### src/rtl/serial_deser_rx.sv
`default_nettype none
// ============================================================================
// Module   : serial_deser_rx
// Purpose  : Serial-to-parallel receiver. Samples one qualified serial bit per
//            clock, assembles WIDTH-bit words in a shift register and hands
//            each completed word to a single output holding register with a
//            valid/ready handshake. Reception continues while a completed
//            word waits. Dropped words and broken frames raise sticky flags.
// Ports    : clk         - rising-edge clock
//            reset_n     - asynchronous active-low reset
//            sin         - serial data bit
//            sin_valid   - qualifies sin / sin_sof on this edge
//            sin_sof     - current bit is bit 0 of a new word
//            dout        - completed word
//            dout_valid  - dout holds an unconsumed word
//            dout_ready  - consumer accepts dout when valid && ready
//            bit_cnt     - bits held in the partial word
//            overrun     - sticky: a completed word was dropped
//            frame_err   - sticky: sof arrived with a partial word pending
//            err_clr     - clears overrun and frame_err
// Revision : 1.0 - initial release
// ============================================================================
module serial_deser_rx #(
  parameter int WIDTH     = 8,
  parameter bit MSB_FIRST = 1'b1
) (
  input  logic                         clk,
  input  logic                         reset_n,
  input  logic                         sin,
  input  logic                         sin_valid,
  input  logic                         sin_sof,
  output logic [WIDTH-1:0]             dout,
  output logic                         dout_valid,
  input  logic                         dout_ready,
  output logic [$clog2(WIDTH+1)-1:0]   bit_cnt,
  output logic                         overrun,
  output logic                         frame_err,
  input  logic                         err_clr
);

  localparam int            CW       = $clog2(WIDTH+1);
  localparam logic [CW-1:0] LAST_CNT = CW'(WIDTH - 1);

  typedef enum logic [0:0] {
    ST_IDLE  = 1'b0,
    ST_SHIFT = 1'b1
  } rx_state_t;

  rx_state_t        state_q,      state_d;
  logic [WIDTH-1:0] shift_q,      shift_d;
  logic [WIDTH-1:0] dout_q,       dout_d;
  logic             dout_valid_q, dout_valid_d;
  logic [CW-1:0]    bit_cnt_q,    bit_cnt_d;
  logic             overrun_q,    overrun_d;
  logic             frame_err_q,  frame_err_d;

  // Shift register contents after accepting sin, and the first-bit image
  // used when a new frame starts.
  logic [WIDTH-1:0] shifted_w;
  logic [WIDTH-1:0] sof_word_w;

  generate
    if (MSB_FIRST) begin : g_msb_first
      assign shifted_w  = {shift_q[WIDTH-2:0], sin};
      assign sof_word_w = {{(WIDTH-1){1'b0}}, sin};
    end else begin : g_lsb_first
      assign shifted_w  = {sin, shift_q[WIDTH-1:1]};
      assign sof_word_w = {sin, {(WIDTH-1){1'b0}}};
    end
  endgenerate

  logic complete;
  logic overrun_set;
  logic frame_set;

  always_comb begin
    state_d      = state_q;
    shift_d      = shift_q;
    dout_d       = dout_q;
    dout_valid_d = dout_valid_q;
    bit_cnt_d    = bit_cnt_q;
    complete     = 1'b0;
    overrun_set  = 1'b0;
    frame_set    = 1'b0;

    // Receive side
    if (sin_valid) begin
      if (sin_sof) begin
        // New frame wins over everything, including a would-be completing bit.
        shift_d   = sof_word_w;
        bit_cnt_d = CW'(1);
        state_d   = ST_SHIFT;
        frame_set = (state_q == ST_SHIFT);
      end else begin
        shift_d = shifted_w;
        if (bit_cnt_q == LAST_CNT) begin
          complete  = 1'b1;
          bit_cnt_d = '0;
          state_d   = ST_IDLE;
        end else begin
          bit_cnt_d = bit_cnt_q + CW'(1);
          state_d   = ST_SHIFT;
        end
      end
    end

    // Output holding register. A consume and a load on the same edge keeps
    // the register full with the new word.
    if (complete) begin
      if (!dout_valid_q || dout_ready) begin
        dout_d       = shifted_w;
        dout_valid_d = 1'b1;
      end else begin
        overrun_set  = 1'b1;
      end
    end else if (dout_valid_q && dout_ready) begin
      dout_valid_d = 1'b0;
    end

    // Sticky flags: a set event on the clearing edge takes priority.
    overrun_d   = overrun_set | (overrun_q   & ~err_clr);
    frame_err_d = frame_set   | (frame_err_q & ~err_clr);
  end

  always_ff @(posedge clk or negedge reset_n) begin
    if (!reset_n) begin
      state_q      <= ST_IDLE;
      shift_q      <= '0;
      dout_q       <= '0;
      dout_valid_q <= 1'b0;
      bit_cnt_q    <= '0;
      overrun_q    <= 1'b0;
      frame_err_q  <= 1'b0;
    end else begin
      state_q      <= state_d;
      shift_q      <= shift_d;
      dout_q       <= dout_d;
      dout_valid_q <= dout_valid_d;
      bit_cnt_q    <= bit_cnt_d;
      overrun_q    <= overrun_d;
      frame_err_q  <= frame_err_d;
    end
  end

  assign dout       = dout_q;
  assign dout_valid = dout_valid_q;
  assign bit_cnt    = bit_cnt_q;
  assign overrun    = overrun_q;
  assign frame_err  = frame_err_q;

endmodule
`default_nettype wire

### config.mk
export PLATFORM = sky130hd
export DESIGN_NAME = serial_deser_rx
export DESIGN_NICKNAME = d
export VERILOG_FILES = /design/src/rtl/serial_deser_rx.sv
export SDC_FILE = /design/constraint.sdc
export NUM_CORES = 1
export LEC_CHECK = 0
export BUFFER_PORTS_ARGS = -buffer_cell sky130_fd_sc_hd__buf_2
export CAP_MARGIN = 10
export CORE_MARGIN = 1
export CORE_UTILIZATION = 51
export CTS_CLUSTER_SIZE = 10
export DETAILED_ROUTE_END_ITERATION = 10
export PLACE_DENSITY = 0.76
export REMOVE_ABC_BUFFERS = 1
export SETUP_SLACK_MARGIN = 0.2
export SLEW_MARGIN = 20
export SYNTH_ARGS = -nofsm -noshare
export SYNTH_HDL_FRONTEND = slang
export SYNTH_SLANG_ARGS = --single-unit
### constraint.sdc
create_clock -name clk -period 1.9 [get_ports clk]
set_clock_uncertainty 0.05 [all_clocks]
set_input_delay 0.19 -clock clk [delete_from_list [all_inputs] [get_ports clk]]
set_output_delay 0.19 -clock clk [all_outputs]
set_load 0.005 [all_outputs]
==> flow_metrics.tcl <==
set metrics [dict create \
    synthMuxAreaShare_pct 14.47 \
    synth-simple-area-share_pct 9.603 \
    powerDensity_nw_per_um2 932.4 \
    mostFrequentLayoutCell "dfrtp_1" \
    drive_gt1_share_pct 35.35 \
    synth_edf_count 0 \
    cp-startpoint "bit_cnt[0]" \
    async_flop_share_pct 100.0 \
    crit_type "register to register" \
    clkTransAtPathRegs_ns 0.12 \
    grt_overflow 0 \
    drt_pre_antenna_iters 2 \
    globalplace.congestion 0.7139 \
    min_period_over_period_pct 85.43 \
    antenna_found_initial 0 \
    drc 0 \
    ios 22 \
    crit_chain "ha_1 -> and3b_1 -> and3_4 -> mux2_4" \
    synth_ff_type "dfrtp_1" \
    drv_slew 0 \
    postRouteAntennaNets 0 \
    critical_path_required_ns 2.05 \
    cap_violations 0 \
    most-common-layout-cells "dfrtp_1, buf_2, inv_1, o22ai_1, mux2_4" \
    rsz0062_at_grt "false" \
    insertion_delay_ns 0.31 \
    power.total_mw 1.052 \
    fin_area_um2 1129 \
    worstSetupStartpointType "register" \
    clock_path_buffers 2 \
    critPathMaxStageDelay_ns 0.43 \
    diodes 0 \
    routed_wirelength_um 1547 \
    reg2reg_from "bit_cnt[0]" \
    layout.cells.non_filler 124 \
    vias_per_cell 5.032 \
    die_w_um 45.77 \
    grt_pass1_vias 550 \
    initial_utilization_pct 55.39 \
    tightest_slew_ns 0.5078 \
    hold_viol 0 \
    cts_tree "built" \
    slowest_stage "dfrtp_1" \
    hpwl_um 1107 \
    worstPathMaxFanout 8 \
    worstHoldStart "err_clr" \
    period_needed_ns 1.623 \
    cts_num_sinks 23 \
    dpl.cell_count 119 \
    worst_ir_drop_vdd_mv 0.5395 \
    synth_top_family_by_area "multiplexers" \
    leakage_nw 0.5726 \
    cts_setup_buffers 0 \
    synth_xor_area_share_pct 0 \
    fmax_mhz 616.0 \
    slew-limit-headroom_pct 66.15 \
    ys_ff_latch 23 \
    wl_per_cell_um 12.48 \
    setup_viol_count_final 0 \
    drtIter0Drc 1 \
    grt_max_degree 24 \
    pre_cts_ws_ns 0.2952 \
    synth_compound_area_share_pct 9.219 \
    numCtsBuffers 3 \
    synthAdderAreaFrac_pct 1.280 \
    status "completed" \
    dpl_cell_area_um2 1091 \
    io_buffer_count 21 \
    yosys.cell_types.count 21 \
    fin_tns_setup_ns 0 \
    clock-root-buffer "clkbuf_4" \
    hp-class "input port to register" \
    syn2layout_area_growth_pct 15.49 \
    coreArea_um2 1764 \
    cp.arrival_ns 1.78 \
    hold_ws_ns 0.009198 \
    ys_seq_area_share_pct 58.90 \
    final_nets 108 \
    via_count 624 \
    die_h_um 45.77 \
    post-route-util_pct 63.97 \
    cp-end-kind "register" \
    hold_buffers 1 \
    syn_area_um2 977.2 \
    yosysWarnings 0 \
    die_area_um2 2095 \
    grt_usage_pct 16.81 \
    grt_pass1_wl_um 2428 \
    ctsResizeCount 0 \
    finalWorstSetupSlack_ns 0.2767 \
    syn_avg_cell_area_um2 12.86 \
    synth_cells 76 \
    num_rows 15 \
    h-tree-depth 1 \
]
## synthesized netlist by cell type (2+ instances only)
cell | n | area share, %
dfrtp_1 | 23 | 59
inv_1 | 11 | 4.2
mux2_4 | 8 | 12
nand2_1 | 3 | 1.2
nand2b_1 | 2 | 1.3
nand3_1 | 2 | 1.0
nand3b_1 | 3 | 2.3
o21a_1 | 2 | 1.5
o21ai_1 | 3 | 1.5
o22ai_1 | 8 | 5.1
## report_power, final
| group | leakage [nW] | switching [mW] | internal, mW | total (mW) |
|---|---|---|---|---|
| registers | 0.302 | 0.0487 | 0.557 | 0.606 |
| clock network | 0.0177 | 0.144 | 0.0786 | 0.222 |
| logic | 0.253 | 0.0916 | 0.133 | 0.224 |
| total | 0.573 | 0.284 | 0.768 | 1.05 |
## state kept, by name (all words and copies together) (netlist names)
signal and count:
dout 8, dout_valid 1, bit_cnt 4, shift_q 7, state_q 1, frame_err 1, overrun 1
## critical path: cells and delay by family, from the launching register on
| family | cells | cell delay, ns |
|---|---|---|
| adder cells (fa/ha/maj) | 1 | 0.24 |
| flip-flops | 1 | 0.43 |
| multiplexers | 1 | 0.31 |
| AND/OR/NAND/NOR | 2 | 0.49 |
## layout make-up
class	instances	area (um^2)
fill	156	635.6
sequential	23	575.6
tap	25	31.28
multi-input combinational	39	337.8
clock inverter	1	5.005
clock buffer	3	22.52
timing repair buffer	22	115.1
inverter	11	41.29
## logic make-up after synthesis
kind of cell / Yosys count
AOI/OAI and AO/OA: 14
adders and majority gates: 1
buffers and inverters: 14
DFF: 23
muxes: 10
and+or+nand+nor: 14
## final timing paths
path,to,slack [ns],cells past startpoint
setup / recovery,dout[6],0.28,4
hold / removal,frame_err,0.009,2
setup reg to reg,dout[6],0.28,4
hold reg to reg,state_q,0.44,1
max in group asynchronous,state_q,1.14,2
min in group asynchronous,shift_q[5],0.32,2
## metal layers
metal / wire [um] / GRT usage [%] / vias to the layer above
li1: - / - / 306
met1: 752 / 23.14 / 299
met2: 705 / 24.86 / 15
met3: 60 / 3.571 / 4
met4: 27 / 8.824 / 0
met5: 0 / 0 / -
Note: power is estimated with default switching activity, not from simulation.
